## src/rtl/gmm_pkg.sv

```systemverilog
// Shared constants and helpers for the GMM datapath.
//
// Purpose:
//   Single source for the latencies of the fixed-latency FP IP cores, so the
//   clock-enable stall wrappers and pipe_credit_buffer agree on one value.
//   Also provides the counter-width helper used for occupancy/credit counters.
//
// Contents:
//   FP_MUL_LATENCY  issue-to-result latency of the fp multiplier core
//   FP_ADD_LATENCY  issue-to-result latency of the fp adder core
//   clog2p1(n)      bits needed to hold any value in 0..n
package gmm_pkg;

  localparam int FP_MUL_LATENCY = 11;
  localparam int FP_ADD_LATENCY = 7;

  // Width of a counter that must represent 0..n inclusive (e.g. a credit
  // counter that can reach exactly DEPTH).
  function automatic int clog2p1(input int n);
    return $clog2(n + 1);
  endfunction

endpackage

```

## src/rtl/sync_fifo_sa.sv

```systemverilog
// Show-ahead single-clock FIFO.
//
// Purpose:
//   Stores results in arrival order. The head entry is presented on rd_data
//   combinationally from the RAM at the registered read pointer, so the
//   consumer sees data in the same cycle it sees !empty. A write is only
//   visible at the head from the cycle after it lands (no bypass).
//
// Ports:
//   clk      in   clock, rising edge
//   rst      in   asynchronous active-high reset (pointers only; RAM is not reset)
//   wr_en    in   write wr_data at the tail this cycle
//   wr_data  in   DATA_W data to write
//   rd_en    in   drop the head entry this cycle
//   rd_data  out  DATA_W head entry (undefined while empty)
//   empty    out  no entries stored
//   full     out  DEPTH entries stored
//   count    out  number of entries stored, 0..DEPTH
module sync_fifo_sa #(
  parameter int DATA_W = 32,
  parameter int DEPTH  = 16
) (
  input  logic                     clk,
  input  logic                     rst,
  input  logic                     wr_en,
  input  logic [DATA_W-1:0]        wr_data,
  input  logic                     rd_en,
  output logic [DATA_W-1:0]        rd_data,
  output logic                     empty,
  output logic                     full,
  output logic [$clog2(DEPTH):0]   count
);

  localparam int AW    = $clog2(DEPTH);
  localparam int PTR_W = AW + 1;

  logic [DATA_W-1:0] mem [DEPTH];
  // Extra MSB on each pointer distinguishes full from empty when the low
  // address bits coincide.
  logic [PTR_W-1:0]  wr_ptr;
  logic [PTR_W-1:0]  rd_ptr;

  always_ff @(posedge clk) begin
    if (wr_en) begin
      mem[wr_ptr[AW-1:0]] <= wr_data;
    end
  end

  always_ff @(posedge clk or posedge rst) begin
    if (rst) begin
      wr_ptr <= '0;
      rd_ptr <= '0;
    end else begin
      if (wr_en) begin
        wr_ptr <= wr_ptr + PTR_W'(1);
      end
      if (rd_en) begin
        rd_ptr <= rd_ptr + PTR_W'(1);
      end
    end
  end

  assign rd_data = mem[rd_ptr[AW-1:0]];
  assign empty   = (wr_ptr == rd_ptr);
  assign full    = (wr_ptr[AW] != rd_ptr[AW]) &&
                   (wr_ptr[AW-1:0] == rd_ptr[AW-1:0]);
  assign count   = wr_ptr - rd_ptr;

endmodule

```

## src/rtl/pipe_credit_buffer.sv

```systemverilog
// Credit-gated output buffer for a free-running fixed-latency pipeline.
//
// Purpose:
//   Lets a never-stalled FP core (clk_en tied high) feed a backpressured
//   valid/ready stream. Every operand issued into the core is tracked by a
//   valid shift register; its result is caught in a show-ahead FIFO when the
//   tracked valid emerges. A credit counter (in-flight + stored) only admits
//   an operand when a FIFO slot is already guaranteed for its result, so the
//   FIFO can never overflow even though the core cannot be stopped.
//
// Handshake: both the sink and source side use strict valid/ready. A
//   transfer happens in a cycle where valid and ready are both 1 at the
//   rising edge. A valid source holds its data stable until the transfer;
//   ready never depends on the valid of the same interface (snk_ready comes
//   from registered state only; src_valid likewise).
//
// Ports:
//   clk         in   clock, rising edge
//   rst         in   asynchronous active-high reset (also the core's aclr)
//   snk_valid   in   upstream operand valid
//   snk_ready   out  upstream may transfer (credit available)
//   pipe_issue  out  operand accepted this cycle; drives core operand capture
//   pipe_data   in   DATA_W core result, sampled when the tracked valid emerges
//   src_ready   in   downstream ready
//   src_valid   out  FIFO head valid
//   src_data    out  DATA_W FIFO head data, 0 while src_valid=0
module pipe_credit_buffer
  import gmm_pkg::*;
#(
  parameter int LATENCY = FP_MUL_LATENCY,
  parameter int DATA_W  = 32,
  parameter int DEPTH   = 16
) (
  input  logic              clk,
  input  logic              rst,
  input  logic              snk_valid,
  output logic              snk_ready,
  output logic              pipe_issue,
  input  logic [DATA_W-1:0] pipe_data,
  input  logic              src_ready,
  output logic              src_valid,
  output logic [DATA_W-1:0] src_data
);

  localparam int CNT_W = clog2p1(DEPTH);
  localparam int PTR_W = $clog2(DEPTH) + 1;

  // Parameter legality, checked at elaboration.
  if (LATENCY < 1) begin : g_bad_latency
    $error("pipe_credit_buffer: LATENCY must be >= 1");
  end
  if ((DEPTH < 2) || ((DEPTH & (DEPTH - 1)) != 0)) begin : g_bad_depth
    $error("pipe_credit_buffer: DEPTH must be a power of two >= 2");
  end
  if (DEPTH < LATENCY + 1) begin : g_bad_throughput
    $error("pipe_credit_buffer: DEPTH must be >= LATENCY+1");
  end

  logic [LATENCY-1:0] vld_sr;
  logic [CNT_W-1:0]   cnt;

  logic               fifo_wr;
  logic               fifo_rd;
  logic [DATA_W-1:0]  fifo_rd_data;
  logic               fifo_empty;
  logic               fifo_full;
  logic [PTR_W-1:0]   fifo_count;

  // Credit check uses only the registered count, so a slot freed by a pop
  // becomes usable from the following cycle, never in the pop cycle itself.
  assign snk_ready  = (cnt < CNT_W'(DEPTH));
  // rst gates the issue so nothing enters the core while it is held in aclr.
  assign pipe_issue = snk_valid & snk_ready & ~rst;

  assign fifo_wr    = vld_sr[LATENCY-1];
  assign fifo_rd    = src_valid & src_ready;

  assign src_valid  = ~fifo_empty;
  // RAM contents are not reset; force a clean zero whenever nothing is stored.
  assign src_data   = fifo_empty ? '0 : fifo_rd_data;

  // Tracked valid: bit k set means the operand issued k+1 cycles ago is in
  // flight; the top bit marks pipe_data as a real result this cycle.
  if (LATENCY == 1) begin : g_sr_one
    always_ff @(posedge clk or posedge rst) begin
      if (rst) begin
        vld_sr <= '0;
      end else begin
        vld_sr <= pipe_issue;
      end
    end
  end else begin : g_sr_many
    always_ff @(posedge clk or posedge rst) begin
      if (rst) begin
        vld_sr <= '0;
      end else begin
        vld_sr <= {vld_sr[LATENCY-2:0], pipe_issue};
      end
    end
  end

  // cnt = results in flight + results stored.
  always_ff @(posedge clk or posedge rst) begin
    if (rst) begin
      cnt <= '0;
    end else begin
      case ({pipe_issue, fifo_rd})
        2'b10:   cnt <= cnt + CNT_W'(1);
        2'b01:   cnt <= cnt - CNT_W'(1);
        default: cnt <= cnt;
      endcase
    end
  end

  sync_fifo_sa #(
    .DATA_W (DATA_W),
    .DEPTH  (DEPTH)
  ) u_fifo (
    .clk     (clk),
    .rst     (rst),
    .wr_en   (fifo_wr),
    .wr_data (pipe_data),
    .rd_en   (fifo_rd),
    .rd_data (fifo_rd_data),
    .empty   (fifo_empty),
    .full    (fifo_full),
    .count   (fifo_count)
  );

  a_no_write_when_full: assert property (
    @(posedge clk) disable iff (rst) fifo_wr |-> !fifo_full);

  a_no_pop_when_empty: assert property (
    @(posedge clk) disable iff (rst) fifo_rd |-> !fifo_empty);

  a_cnt_bounded: assert property (
    @(posedge clk) disable iff (rst) cnt <= CNT_W'(DEPTH));

  a_cnt_accounts_all: assert property (
    @(posedge clk) disable iff (rst)
      ($countones(vld_sr) + int'(fifo_count)) == int'(cnt));

endmodule

```

## config.mk

```make
export PLATFORM = sky130hd
export DESIGN_NAME = pipe_credit_buffer
export DESIGN_NICKNAME = d
export VERILOG_FILES = /design/src/rtl/gmm_pkg.sv /design/src/rtl/sync_fifo_sa.sv /design/src/rtl/pipe_credit_buffer.sv
export SDC_FILE = /design/constraint.sdc
export NUM_CORES = 1
export LEC_CHECK = 0
export ABC_AREA = 1
export CELL_PAD_IN_SITES_DETAIL_PLACEMENT = 2
export CELL_PAD_IN_SITES_GLOBAL_PLACEMENT = 2
export CORE_MARGIN = 2
export CORE_UTILIZATION = 46
export DETAILED_ROUTE_END_ITERATION = 10
export DONT_BUFFER_PORTS = 1
export PLACE_DENSITY = 0.86
export SYNTH_ARGS = -nofsm -noshare
export SYNTH_HDL_FRONTEND = slang
export SYNTH_SLANG_ARGS = --single-unit
```

## constraint.sdc

```tcl
create_clock -name clk -period 3.9 [get_ports clk]
set_clock_uncertainty 0.05 [all_clocks]
set_input_delay 0.39 -clock clk [delete_from_list [all_inputs] [get_ports clk]]
set_output_delay 0.39 -clock clk [all_outputs]
set_load 0.01 [all_outputs]
```

== Word-level counts from Yosys, hierarchy flattened ==
Memory sizes are Yosys's and may differ from the RTL's.
Index checks and enable logic that the tools add are counted.
Widths: inputs -> output; s select.
Operators by class
  div/mod/pow operators: 0
  shift operators: 0
  order comparisons: 1
  $mul: 0
  $add $sub $neg: 4
  equality and inequality tests: 3
  bitwise operators: 5
  reduce and logical (&&, ||, !) cells: 1
  mux-type cells: 4
Operators by type and width (count)
  $mux 32: 1
  $add 5x1->5 const B: 3
  $pmux 5 s2: 1
  $eq 5x5->1: 1
  $lt 5x5->1 const B: 1
  $sub 5x1->5 const B: 1
  $and 1x1->1: 3
  $eq 2x1->1 const B: 1
  $eq 2x2->1 const B: 1
  $mux 1: 2
  $not 1->1: 2
  $reduce_bool 2->1: 1
Storage, ports and cells
  bits of input ports: 36
  memory bits (writable): 512
  word-level logic and storage cells: 23
  bits in registers: 26
  memories: 1
  latch bits: 0
  output and inout port bits: 35
  memory bits (read-only): 0
Memory list
  u_fifo.mem: words 16, width 32, rd ports 1, clocked after memory_dff 0, write ports 1, RTL line sync_fifo_sa.sv:37  | logic [DATA_W-1:0] mem [DEPTH];

== Logic depth before layout (Yosys ltp) ==
Gate-level depths: netlist of the first run.
  word-level depth: 5
  depth in mapped cells: 17
  depth with buffers taken out: 15

== Modules after synthesis ==
From an unflattened synthesis of the first run, not the netlist that was laid out.
Second synthesis, totals
  cell total of the unflattened synthesis: 2408
  area, all modules: 23929.2 µm²
By module, submodules not included
  sync_fifo_sa: area an instance 22987.0 µm², times used 1, sequential area each 15625.0 µm², cells an instance 2271
  pipe_credit_buffer: area an instance 942.2 µm², times used 1, sequential area each 400.4 µm², cells an instance 137

== Worst setup path before layout of the first run ==
Ideal clock, no wire load.
  kind: register to register
  start point: register vld_sr[10]
  end point: memory u_fifo.mem[15][0], enable pin
  buffers on the path: 1
  data required time: 3.426 ns
  setup time: 0.424 ns
  arrival: 2.145 ns
  period minus slack after synthesis: 2.618 ns
  stages on the path, launching flop included: 4
  slack: 1.282 ns
  cells stage by stage: dfrtp_1 > clkbuf_1 > nand2_1 > nor2_1
Between the ends
  cells in the longest elaborated chain, start to end: 2
RTL lines
  start, declared: RTL line pipe_credit_buffer.sv:59  | logic [LATENCY-1:0] vld_sr;
  start signal, assigned: RTL line pipe_credit_buffer.sv:97  | vld_sr <= {vld_sr[LATENCY-2:0], pipe_issue};
  $mux 1: RTL line sync_fifo_sa.sv:44  | if (wr_en) begin
  $mux 1 (not written as such): RTL line sync_fifo_sa.sv:45  | mem[wr_ptr[AW-1:0]] <= wr_data;
  end, declared: RTL line sync_fifo_sa.sv:37
Every way passes these cells.

== Final worst setup path of the first run ==
  start point: register u_fifo.rd_ptr[3]
  end point: output src_data[28]
Between the ends
  cells in the longest elaborated chain, start to end: 2
  elaborated cells on any way between the ends: 3
  classes of those cells: 1 x eq/ne; 1 x mux; 1 x memory
RTL lines
  start, declared: RTL line sync_fifo_sa.sv:41  | logic [PTR_W-1:0] rd_ptr;
  start signal, assigned: RTL line sync_fifo_sa.sv:58  | rd_ptr <= rd_ptr + PTR_W'(1);
  $mem_v2 16x32 / $eq 5x5->1 (equally long branches)
  $mux 32 *: RTL line pipe_credit_buffer.sv:80  | assign src_data = fifo_empty ? '0 : fifo_rd_data;
  end, declared: RTL line pipe_credit_buffer.sv:42  | output logic [DATA_W-1:0] src_data
Every way passes the cells marked *; elsewhere a longest branch is shown, timed or not.

==> summary.txt, run 1 <==
Pwr
  – Pint: slightly above 9 mW
  – Pleak: around 11 nW
  – Net Switching: approximately 2.8 mW
  – VDD IR-drop max: 0.376 mV
  – Power per Cell Area: ~460 nW/um^2
  – Sequential share of power: approximately 53%
  – Pwr Total: 12.0 mW
  – Combinational Power Share: under 10%
  – Switch share: roughly 23%
  – Clock network power share: 46.4%

Floorplan
  – Core box area: 49200 um^2
  – IO Count: between 70 and 80
  – Die X: 227 um
  – Initial Util: between 40% and 50%
  – DIE AREA: approximately 52000 um^2
  – Die Span Y: 227 um
  – # rows: a little over 80

Timing
  – Final hold vios: 0
  – Worst-Margin Slew: 1.22 ns
  – Unrepaired setup endpoints after global routing: false
  – # setup viols final: 0
  – Tmin final: approximately 3.8 ns
  – Relative slew slack: approximately a fifth
  – Max Clk Rate: ~260 MHz
  – Setup tns final: 0 ns
  – Final Cycle Share: between 90% and 100%
  – Fin. max-slew vios: 0

Clock tree
  – CTS root buf: clkbuf_16
  – Num Clock Sinks: 538
  – Clk slew on worst S/H paths: 0.08 ns
  – H-tree Lvls: 2
  – Clock tree from TritonCTS: done
  – CTS max path bufs: 3
  – Cts bufs inserted: 58
  – Clock Latency Late Sink: ~0.66 ns

Route
  – Iter 0 DRT Violations: 1998
  – Total wire length: roughly 98000 um
  – Residual DRC: 0
  – Number of nets with antenna violations after routing: 0
  – Detailed Routing Iterations Pass 1: 6
  – Vias/cell: between 6 and 7
  – Via Count: 17700
  – Routed wire length per instance: between 30 and 40 um

Placed design
  – Gpl congestion: about 0.8
  – HPWL after DPL: around 47000 um
  – Port bufs: 0

Setup path
  – Worst Path Required: 3.46 ns
  – Worst setup EP type: output port
  – CP startpoint kind: register
  – Worst Path Max Fanout: 20
  – Critical path data arrival time: around 3.3 ns
  – Critical path type: register to output port

Yosys
  – Syn Area/Cell: about 11 um^2
  – Post-synth top area share: between 60% and 70%
  – Count of different cell masters after synthesis: 23
  – Synth top cells by count: nand2_1, edfxtp_1, inv_1, nand3_1, nor2_1
  – Number of synthesis warnings: 0
  – Dominant synthesized flop cell: edfxtp_1
  – Count leader, synth: nand2_1
  – Synth Instances: between 2000 and 2500
  – Synth top area cells: edfxtp_1, nand2_1, inv_1
  – Largest area contributor in the netlist: edfxtp_1
  – Register area share after synthesis: a little over two thirds
  – Post-synth EDFFs: around 510
  – Mapped Area: around 23000 um^2
  – Fraction of registers with async set/reset: 4.83%
  – Net Count, Synth: about 2200
  – Number of synthesized register bits: approximately 540

Global routing
  – Number of antenna violations at the first check in global routing: 3
  – Gr usage total: between 30% and 40%
  – First-pass GRT wire length: 141000 um
  – Number of global-route vias before repair: 19800
  – Pin count of the biggest net entering global routing: between 80 and 90
  – Grt ovf: 0

Status
  – Status: complete, no violations

Cells and area
  – Final core utilization: about 53%
  – Nets: approximately 2300
  – Share of cells above drive strength 1: under 10%
  – Synth-to-Final Area Change: 13.1%

Flow run
  – Max Cap Viol: 0

Hold path
  – Hold Crit Class: primary input to register
==> logic make-up (layout without fill, tap and decap cells) <==
| group | after synthesis | count (layout) | share of synthesized area, % |
|---|---|---|---|
| AO/OA/AOI/OAI | 132 | 132 | 3.23 |
| XOR/XNOR | 16 | 16 | 0.610 |
| other | 0 | 2 | 0 |
| AND/OR/NAND/NOR | 1002 | 1002 | 17.6 |
| adder cells (fa/ha/maj) | 9 | 9 | 0.490 |
| flip-flops | 538 | 538 | 69.7 |
| buffers and inverters | 477 | 555 | 8.36 |
==> layout make-up <==
cell class / count / area (um^2)
fill: 4827 / 23200
sequential: 538 / 16000
multi-input combinational: 1159 / 5150
clock buffer: 79 / 1560
inverter: 373 / 1410
tap: 664 / 831
timing repair buffer: 77 / 805
clock inverter: 26 / 185
antenna: 2 / 5.00
==> placed cells by master (no fill, tap or decap), types with 18 or more instances in the layout <==
master	n
a21oi_1	64
clkbuf_1	18
dfrtp_1	22
o211ai_1	32
nor2_1	99
buf_4	31
edfxtp_1	512
nand2_1	677
dlygate4sd3_1	34
clkbuf_16	58
nand3_1	206
inv_1	370
o21ai_1	31
==> stage by stage <==
step | cell area [um^2] | hold WS, ns | worst slack [ns] | cells
5_1_grt | 26000 | 0.0806 | 0.118 | 2918
6_report | 26000 | 0.0323 | 0.124 | 2918
3_5_place_dp | 23900 | 0.288 | 0.816 | 2777
4_1_cts | 26000 | 0.0235 | 0.0173 | 2916
3_3_place_gp | 23900 | 0.282 | 1.04 | 2777
2_1_floorplan | 23000 | 0.281 | 1.28 | 2174
==> path summary, 6_finish.rpt <==
kind,cells after the start,slack (ns),endpoint,from
worst max-delay path,5,0.12,src_data[28],u_fifo.rd_ptr[3]$_DFFE_PP0P_
min in group asynchronous,3,0.27,u_fifo.wr_ptr[1]$_DFFE_PP0P_,rst
worst min register to register,0,0.30,vld_sr[2]$_DFF_PP0_,vld_sr[1]$_DFF_PP0_
max in group asynchronous,3,3.17,u_fifo.rd_ptr[2]$_DFFE_PP0P_,rst
worst min-delay path,2,0.03,vld_sr[0]$_DFF_PP0_,snk_valid
worst max register to register,15,0.68,cnt[4]$_DFFE_PP0P_,u_fifo.rd_ptr[0]$_DFFE_PP0P_
==> worst max-delay path: stages, from the launching register on <==
cell,delay (ns)
dfrtp_2,0.66
inv_1,0.99
buf_4,0.43
o21ai_1,0.18
nor2_1,0.25
nor2_1,0.17
==> routing by layer <==
metal / part of all wire, % / up-vias / track usage (%)
li1: - / 7096 / -
met1: 37 / 9135 / 46.8
met2: 49 / 1109 / 64.8
met3: 7.8 / 385 / 7.45
met4: 6.1 / 2 / 22.8
met5: 0.013 / - / 0
==> power by group through the flow <==
| stage | logic [mW] | registers [mW] | clock network (mW) |
|---|---|---|---|
| CTS | 0.123 | 6.32 | 5.48 |
| finish | 0.127 | 6.32 | 5.58 |
| floorplan | 0.00414 | 6.44 | 0 |
| global route | 0.133 | 6.32 | 5.74 |
| global placement | 0.00715 | 6.44 | 0 |
| detailed placement | 0.00771 | 6.44 | 0 |
==> what timing repair did <==
item | in CTS | in global routing
hold endpoints to repair | 543 | 0
endpoints found under the setup margin | 0 | 12
resized for setup | 0 | 2
setup buffers | 0 | 0
hold buffers | 34 | 0
==> state kept, by name, indices dropped and copies added (netlist names) <==
register       cells
u_fifo.rd_ptr      5
u_fifo.wr_ptr      5
cnt                5
u_fifo.mem       512
vld_sr            11
No activity file was read; power rests on OpenSTA's default activity.
==> run 2, diff against run 1 <==
- ABC_AREA: 1 -> not set
- CORE_ASPECT_RATIO: not set -> 1.75
- CORE_UTILIZATION: 46 -> 55
- PLACE_DENSITY: 0.86 -> 0.85
==> summary.txt, run 2 <==
Status
  – Status: aborted with a tool error (was complete, no violations)
  – Stop stage: clock tree synthesis
  – First Err: [ERROR DPL-0033] detailed placement checks failed during check placement.

Clock tree
  – H-tree Lvls: 2 (unchanged)
  – Num Clock Sinks: 538 (unchanged)
  – Post-CTS setup buffer count: 0 (unchanged)
  – Cts bufs inserted: 47 (was 58)
  – PostCTS Resize Cnt: 0 (unchanged)
  – CTS root buf: clkbuf_16 (unchanged)
  – CTS max path bufs: 3 (unchanged)
  – Hold Buf Count CTS: 33 (was 34)

Floorplan
  – IO Count: 71 (unchanged)
  – Die X: 151 um (was 227 um)
  – Die Span Y: 261 um (was 227 um)
  – # rows: 94 (was 81)
  – Initial Util: 55.4% (was 46.7%)

Placed design
  – Placed insts: 1367 (was 2777)
  – Gpl congestion: 0.735 (was 0.778)
  – Placed cell area: 21300 um^2 (was 23900 um^2)
  – Port bufs: 0 (unchanged)
  – Setup WS pre-CTS: 0.641 ns (was 0.816 ns)
  – HPWL after DPL: 34000 um (was 46500 um)

Yosys
  – Mapped Area: 20700 um^2 (was 23000 um^2)
  – Synth top cells by count: edfxtp_1, mux4_2, a22oi_1, a21oi_1, mux4_1 (was nand2_1, edfxtp_1, inv_1, nand3_1, nor2_1)
  – Largest area contributor in the netlist: edfxtp_1 (unchanged)
  – Syn Area/Cell: 22.7 um^2 (was 10.6 um^2)
  – Post-synth top area share: 74.2% (was 66.9%)
  – Fraction of registers with async set/reset: 4.83% (unchanged)
  – Number of synthesized register bits: 538 (unchanged)
  – Number of synthesis warnings: 0 (unchanged)
  – Register area share after synthesis: 77.4% (was 69.7%)
  – Synth Instances: 912 (was 2174)
  – Count of different cell masters after synthesis: 37 (was 23)
  – Dominant synthesized flop cell: edfxtp_1 (unchanged)
  – Count leader, synth: edfxtp_1 (was nand2_1)
  – Net Count, Synth: 957 (was 2219)
  – Post-synth EDFFs: 512 (unchanged)
  – Synth top area cells: edfxtp_1, mux4_2, mux4_1 (was edfxtp_1, nand2_1, inv_1)
## run 2: changes by cell type after synthesis, moves of 27 or more
cell,before,now
mux4_1,0,27
nor2_1,115,16
nand2_1,677,8
buf_2,66,21
a22oi_1,0,60
inv_1,371,6
o21ai_1,31,0
mux4_2,0,101
nand3_1,207,1
o211ai_1,32,0
## run 2: logic make-up after synthesis
family / Yosys count / synth area share (%)
AND/OR/NAND/NOR: 43 / 1.02
XOR/XNOR: 18 / 0.761
multiplexers: 130 / 14.5
AO/OA/AOI/OAI: 112 / 3.66
adder cells (fa/ha/maj): 9 / 0.544
buffers and inverters: 62 / 2.11
flip-flops: 538 / 77.4
## run 2: metrics by stage
step / hold WS (ns) / utilization [%]
floorplan: 0.281 / -
global placement: 0.284 / 57.1
detailed placement: 0.286 / 57.1
==> run 3, diff against run 2 <==
- CELL_PAD_IN_SITES_DETAIL_PLACEMENT: 2 -> not set
- CELL_PAD_IN_SITES_GLOBAL_PLACEMENT: 2 -> not set
- CORE_ASPECT_RATIO: 1.75 -> not set
- CORE_UTILIZATION: 55 -> 40
- PLACE_DENSITY: 0.85 -> not set
- PLACE_DENSITY_LB_ADDON: not set -> 0.15
==> summary.txt, run 3 <==
Global routing
  – Grt ovf: 0
  – Number of global-route vias before repair: between 9000 and 10000
  – Gr usage total: between 15 and 20%
  – Pin count of the biggest net entering global routing: ~130
  – Number of antenna violations at the first check in global routing: 1
  – First-pass GRT wire length: around 68000 um

Clock tree
  – CTS max path bufs: 3 (unchanged)
  – Post-CTS setup buffer count: 0 (unchanged)
  – Clk slew on worst S/H paths: roughly 0.060 ns
  – Clock Latency Late Sink: 0.60 ns
  – Clock tree from TritonCTS: done
  – PostCTS Resize Cnt: 0 (unchanged)
  – CTS root buf: clkbuf_16 (unchanged)
  – H-tree Lvls: 2 (unchanged)
  – Hold Buf Count CTS: 34 (was 33)
  – Num Clock Sinks: 538 (unchanged)
  – Cts bufs inserted: 56 (was 47)

Cells and area
  – N_diodes: 0
  – Largest register FFs: slightly above 500
  – Commonest non-fill, non-tap cells in the layout: edfxtp_1, mux4_2, a22oi_1, clkbuf_16, a21oi_1
  – Fill cell count: 4261
  – Commonest non-fill, non-tap cell in the layout: edfxtp_1
  – Nets: approximately 1000
  – Synth-to-Final Area Change: 14.6%
  – Fin area: between 20000 and 25000 um^2
  – Share of cells above drive strength 1: a little under a quarter

Route
  – Vias/cell: between 5 and 6
  – Number of nets with antenna violations after routing: 0
  – Residual DRC: 0
  – Iter 0 DRT Violations: between 700 and 800
  – Detailed Routing Iterations Pass 1: 5
  – Routed wire length per instance: 27.4 um
  – Total wire length: between 40000 and 50000 um
  – Via Count: ~9400

Setup path
  – Critical path data arrival time: between 2 and 3 ns
  – Crit-path cells: buf_4 -> mux4_2 -> a22oi_1 -> a21oi_1
  – Critical path type: register to output port
  – Worst setup EP type: output port
  – Worst Path Required: 3.46 ns
  – Flop2flop setup slack: approximately 1.0 ns
  – Worst Path Max Fanout: 40
  – CP startpoint kind: register
  – Worst path slowest cell: buf_4
  – Critical Path Max Stage Delay: between 0.6 and 0.7 ns

Floorplan
  – Core box area: slightly above 50000 um^2
  – Initial Util: 40.4% (was 55.4%)
  – # rows: 83 (was 94)
  – Die X: 232 um (was 151 um)
  – DIE AREA: ~54000 um^2
  – IO Count: 71 (unchanged)
  – Die Span Y: 232 um (was 261 um)

Yosys
  – Mapped Area: 20700 um^2 (unchanged)
  – Count leader, synth: edfxtp_1 (unchanged)
  – Synth Instances: 912 (unchanged)
  – Post-synth EDFFs: 512 (unchanged)
  – Net Count, Synth: 957 (unchanged)
  – Syn Area/Cell: 22.7 um^2 (unchanged)
  – Post-synth top area share: 74.2% (unchanged)
  – Count of different cell masters after synthesis: 37 (unchanged)
  – Largest area contributor in the netlist: edfxtp_1 (unchanged)
  – Number of synthesis warnings: 0 (unchanged)
  – Register area share after synthesis: 77.4% (unchanged)
  – Synth top cells by count: edfxtp_1, mux4_2, a22oi_1, a21oi_1, mux4_1 (unchanged)
  – Dominant synthesized flop cell: edfxtp_1 (unchanged)
  – Number of synthesized register bits: 538 (unchanged)
  – Synth top area cells: edfxtp_1, mux4_2, mux4_1 (unchanged)
  – Fraction of registers with async set/reset: 4.83% (unchanged)

Timing
  – Fin. max-slew vios: 0
  – Max Clk Rate: ~300 MHz
  – Worst-Margin Slew: around 0.9 ns
  – Final Cycle Share: a little over four fifths
  – # setup viols final: 0
  – Unrepaired setup endpoints after global routing: false
  – Setup tns final: 0 ns
  – Tmin final: approximately 3.3 ns
  – Final hold vios: 0
  – Relative slew slack: 41.2%

Pwr
  – VDD IR-drop max: about 0.59 mV
  – Pleak: between 7 and 8 nW
  – Power per Cell Area: slightly below 700 nW/um^2

Status
  – Status: complete, no violations (was aborted with a tool error)

Placed design
  – Gpl congestion: 0.717 (was 0.735)
  – Port bufs: 0 (unchanged)
  – HPWL after DPL: 24200 um (was 34000 um)
  – Placed cell area: 21700 um^2 (was 21300 um^2)

Hold path
  – Hold Crit Class: primary input to register

Flow run
  – Max Cap Viol: 0
==> run 3: report_power, final <==
group | switching (mW) | leakage [nW] | internal (mW)
Combinational | 2.47 | 1.76 | 1.79
Clock | 2.16 | 0.855 | 2.95
Sequential | 0.158 | 4.93 | 6.57
==> run 3: cell families (layout without fill, tap and decap cells) <==
family          Yosys count  count (layout)  synth area share, %
compound gates          112             112                 3.66
xor+xnor                 18              18                0.761
fa+ha+maj                 9               9                0.544
buf+inv                  62             176                 2.11
flops                   538             538                 77.4
mux                     130             130                 14.5
simple gates             43              43                 1.02
==> run 3: final cells by class <==
| cell class | count | area, um^2 | share of cell area, % |
|---|---|---|---|
| Clock buffer | 64 | 1430 | 6.03 |
| Timing Repair Buffer | 69 | 703 | 2.96 |
| Clock inverter | 36 | 315 | 1.33 |
| Inverter | 7 | 26.3 | 0.111 |
| Tap cell | 680 | 851 | 3.58 |
| Multi-Input combinational cell | 312 | 4380 | 18.5 |
| Sequential cell | 538 | 16000 | 67.5 |
==> run 3: critical path, delay by kind of cell, from the launching register on <==
| kind | cells | cell delay (ns) |
|---|---|---|
| muxes | 1 | 0.59 |
| buffers and inverters | 1 | 0.67 |
| DFF | 1 | 0.45 |
| AOI/OAI and AO/OA | 2 | 0.47 |
==> run 3: through the flow <==
step	utilization [%]	total power [mW]	hold slack (ns)	instances	worst slack, ns
CTS	46.4	16.4	0.00807	1706	0.546
detailed placement	42.3	11.1	0.287	1572	1.05
global placement	42.3	11.1	0.285	1572	1.14
floorplan	-	10.1	0.281	912	0.434
finish	46.4	16.1	0.0364	1706	0.647
global route	46.4	16.8	0.0269	1706	0.459
==> run 3: metal layers <==
| metal | GRT usage [%] | wire, um | vias up |
|---|---|---|---|
| li1 | - | - | 4033 |
| met1 | 25.4 | 21000 | 5095 |
| met2 | 28.3 | 22200 | 237 |
| met3 | 3.70 | 2710 | 63 |
| met4 | 4.07 | 797 | 2 |
| met5 | 0 | 11 | - |
==> run 3: path summary, 6_finish.rpt <==
path / startpoint / endpoint / cells past startpoint
worst max-delay path: u_fifo.rd_ptr[0]$_DFFE_PP0P_ / src_data[0] / 4
worst min-delay path: src_ready / u_fifo.rd_ptr[3]$_DFFE_PP0P_ / 3
worst max register to register: u_fifo.wr_ptr[2]$_DFFE_PP0P_ / cnt[4]$_DFFE_PP0P_ / 10
worst min register to register: vld_sr[8]$_DFF_PP0_ / vld_sr[9]$_DFF_PP0_ / 0
max in group asynchronous: rst / u_fifo.rd_ptr[0]$_DFFE_PP0P_ / 3
min in group asynchronous: rst / vld_sr[0]$_DFF_PP0_ / 3
==> run 4, diff against run 3 <==
- ABC_AREA: not set -> 1
- clock period: 3.9 -> 2.9 ns (I/O delays scaled with it)
==> summary.txt, run 4 (synthesis gave the netlist of run 1 again) <==
Placed design
  – HPWL after DPL: 31600 um (was 24200 um)
  – Gpl congestion: 0.776 (was 0.717)
  – Placed insts: 2884 (was 1572)
  – Port bufs: 0 (unchanged)

Timing
  – Tmin final: 2.82 ns
  – Fin. max-slew vios: 0 (unchanged)
  – Worst-Margin Slew: 0.654 ns (was 0.880 ns)
  – Setup tns final: 0 ns (unchanged)
  – # setup viols final: 0 (unchanged)
  – Final Cycle Share: between 90% and 100%
  – Final hold vios: 0 (unchanged)
  – Max Clk Rate: 355 MHz
  – Unrepaired setup endpoints after global routing: true (was false)
  – Relative slew slack: 56.3% (was 41.2%)

Pwr
  – Pint: 12.3 mW (was 11.3 mW)
  – VDD IR-drop max: 0.497 mV (was 0.593 mV)
  – Combinational Power Share: 1.0% (was 26.5%)
  – Power per Cell Area: 579 nW/um^2 (was 678 nW/um^2)
  – Clock network power share: 43.7% (was 31.7%)
  – Switch share: 20.0% (was 29.8%)
  – Pleak: 11.0 nW (was 7.55 nW)
  – Sequential share of power: 55.4% (was 41.8%)
  – Net Switching: 3.06 mW (was 4.79 mW)

Cells and area
  – Final core utilization: 46.9% (was 46.4%)
  – Nets: 2274 (was 1029)
  – Commonest non-fill, non-tap cell in the layout: nand2_1 (was edfxtp_1)
  – Commonest non-fill, non-tap cells in the layout: nand2_1, edfxtp_1, inv_1, nand3_1, nor2_1 (was edfxtp_1, mux4_2, a22oi_1, clkbuf_16, a21oi_1)
  – Fin cells: 3030 (was 1706)
  – Synth-to-Final Area Change: 15.5% (was 14.6%)
  – Largest register FFs: 512 (unchanged)
  – Share of cells above drive strength 1: 8.18% (was 23.8%)

Setup path
  – Critical path type: register to output port (unchanged)
  – Worst setup EP type: output port (unchanged)
  – Critical path data arrival time: 2.48 ns (was 2.81 ns)
  – CP startpoint kind: register (unchanged)
  – Flop2flop setup slack: 0.28 ns (was 1.04 ns)
  – Worst Path Required: 2.56 ns (was 3.46 ns)
  – Worst Path Max Fanout: 29 (was 40)

Floorplan
  – Initial Util: 40.6% (was 40.4%)
  – # rows: 87 (was 83)
  – IO Count: 71 (unchanged)
  – Die X: 244 um (was 232 um)
  – Die Span Y: 244 um (was 232 um)
  – DIE AREA: 59400 um^2 (was 53600 um^2)
  – Core box area: 56600 um^2 (was 51200 um^2)

Flow run
  – Max Cap Viol: 0 (unchanged)

Route
  – Routed wire length per instance: 20.5 um (was 27.4 um)
  – Total wire length: 62100 um (was 46700 um)
  – Iter 0 DRT Violations: 1109 (was 742)
  – Detailed Routing Iterations Pass 1: 5 (unchanged)
  – Vias/cell: 4.93 (was 5.53)
  – Residual DRC: 0 (unchanged)
  – Via Count: 14900 (was 9430)
  – Number of nets with antenna violations after routing: 0 (unchanged)

Global routing
  – Grt ovf: 0 (unchanged)
  – Number of antenna violations at the first check in global routing: 2 (was 1)
  – First-pass GRT wire length: 90900 um (was 68300 um)
  – Number of global-route vias before repair: 14700 (was 9941)
  – Pin count of the biggest net entering global routing: 102 (was 132)
  – Gr usage total: 20.4% (was 17.8%)

Hold path
  – Hold Crit Class: primary input to asynchronous set/reset pin (was primary input to register)

Clock tree
  – Num Clock Sinks: 538 (unchanged)
  – Clk slew on worst S/H paths: 0.06 ns (about the same)
  – CTS root buf: clkbuf_16 (unchanged)
  – H-tree Lvls: 2 (unchanged)
  – Clock tree from TritonCTS: done (unchanged)
  – CTS max path bufs: 3 (unchanged)
  – Clock Latency Late Sink: 0.62 ns (was 0.60 ns)
  – Cts bufs inserted: 57 (was 56)

Status
  – Status: complete, no violations (unchanged)
run 4: cell count changes in the layout (fill, tap and decap cells not counted), moves of 10 or more:
cell / delta
o21ai_1: +31
o211ai_1: +32
nor2_1: +70
buf_12: +10
a22oi_1: -60
mux4_1: -27
nor2_2: +26
nand3_1: +205
inv_1: +364
nand2_1: +669
a21oi_1: +26
mux4_2: -101
run 4: final timing paths:
path | from | cells past startpoint | endpoint
worst max-delay path | u_fifo.rd_ptr[1]$_DFFE_PP0P_ | 10 | src_data[4]
worst min-delay path | rst | 3 | u_fifo.rd_ptr[1]$_DFFE_PP0P_
worst max register to register | u_fifo.rd_ptr[0]$_DFFE_PP0P_ | 14 | cnt[4]$_DFFE_PP0P_
worst min register to register | vld_sr[0]$_DFF_PP0_ | 0 | vld_sr[1]$_DFF_PP0_
max in group asynchronous | rst | 3 | u_fifo.rd_ptr[0]$_DFFE_PP0P_
min in group clk | vld_sr[0]$_DFF_PP0_ | 0 | vld_sr[1]$_DFF_PP0_
run 4: what timing repair did:
item | CTS | global route
hold buffers | 35 | 0
setup endpoints to repair | 32 | 32
resized for setup | 15 | 32
buffers inserted | 0 | 1
pin swaps | 0 | 1
hold endpoints to repair | 544 | 0
gates cloned | 2 | 4
run 4: metrics by stage:
step / total power [mW] / setup slack (ns) / instance area (um^2) / hold slack [ns]
after global routing: 15.8 / -0.0365 / 26500 / 0.201
after CTS: 15.5 / -0.00703 / 26300 / 0.169
after floorplan: 8.67 / 0.282 / 23000 / 0.281
after global placement: 8.68 / 0.351 / 24200 / 0.266
after detailed placement: 8.68 / 0.354 / 24200 / 0.271
final: 15.4 / 0.0830 / 26500 / 0.170
run 4: power groups by stage:
stage | Clock [mW] | Combinational [mW] | Sequential, mW
2_1_floorplan | 0 | 0.00556 | 8.67
3_3_place_gp | 0 | 0.00936 | 8.67
3_5_place_dp | 0 | 0.00951 | 8.67
4_1_cts | 6.86 | 0.148 | 8.50
5_1_grt | 7.16 | 0.162 | 8.50
6_report | 6.70 | 0.146 | 8.50
run 4: layer usage:
layer  global-route usage [%]  routed length, um  up-vias
li1                         -                  -     7149
met1                     27.7              27700     7269
met2                     33.0              28800      408
met3                     3.51               3340      105
met4                     7.23               2270        2
met5                        0                 13        -
run 4: worst max-delay path, stage by stage (launching register included):
cell	delay [ns]
dfrtp_4	0.51
buf_12	0.19
inv_6	0.16
nor2_4	0.07
buf_12	0.14
clkbuf_16	0.21
nand2_1	0.09
nand3_1	0.06
o21ai_1	0.13
nor2_1	0.05
nor2_1	0.23
run 4: final cells by class:
cell class,count,area [um^2]
fill,5241,30100
sequential,538,16000
multi-input combinational,1159,5220
clock buffer,74,1520
inverter,373,1410
timing repair buffer,100,1230
tap,756,946
clock inverter,29,155
antenna,1,2.50
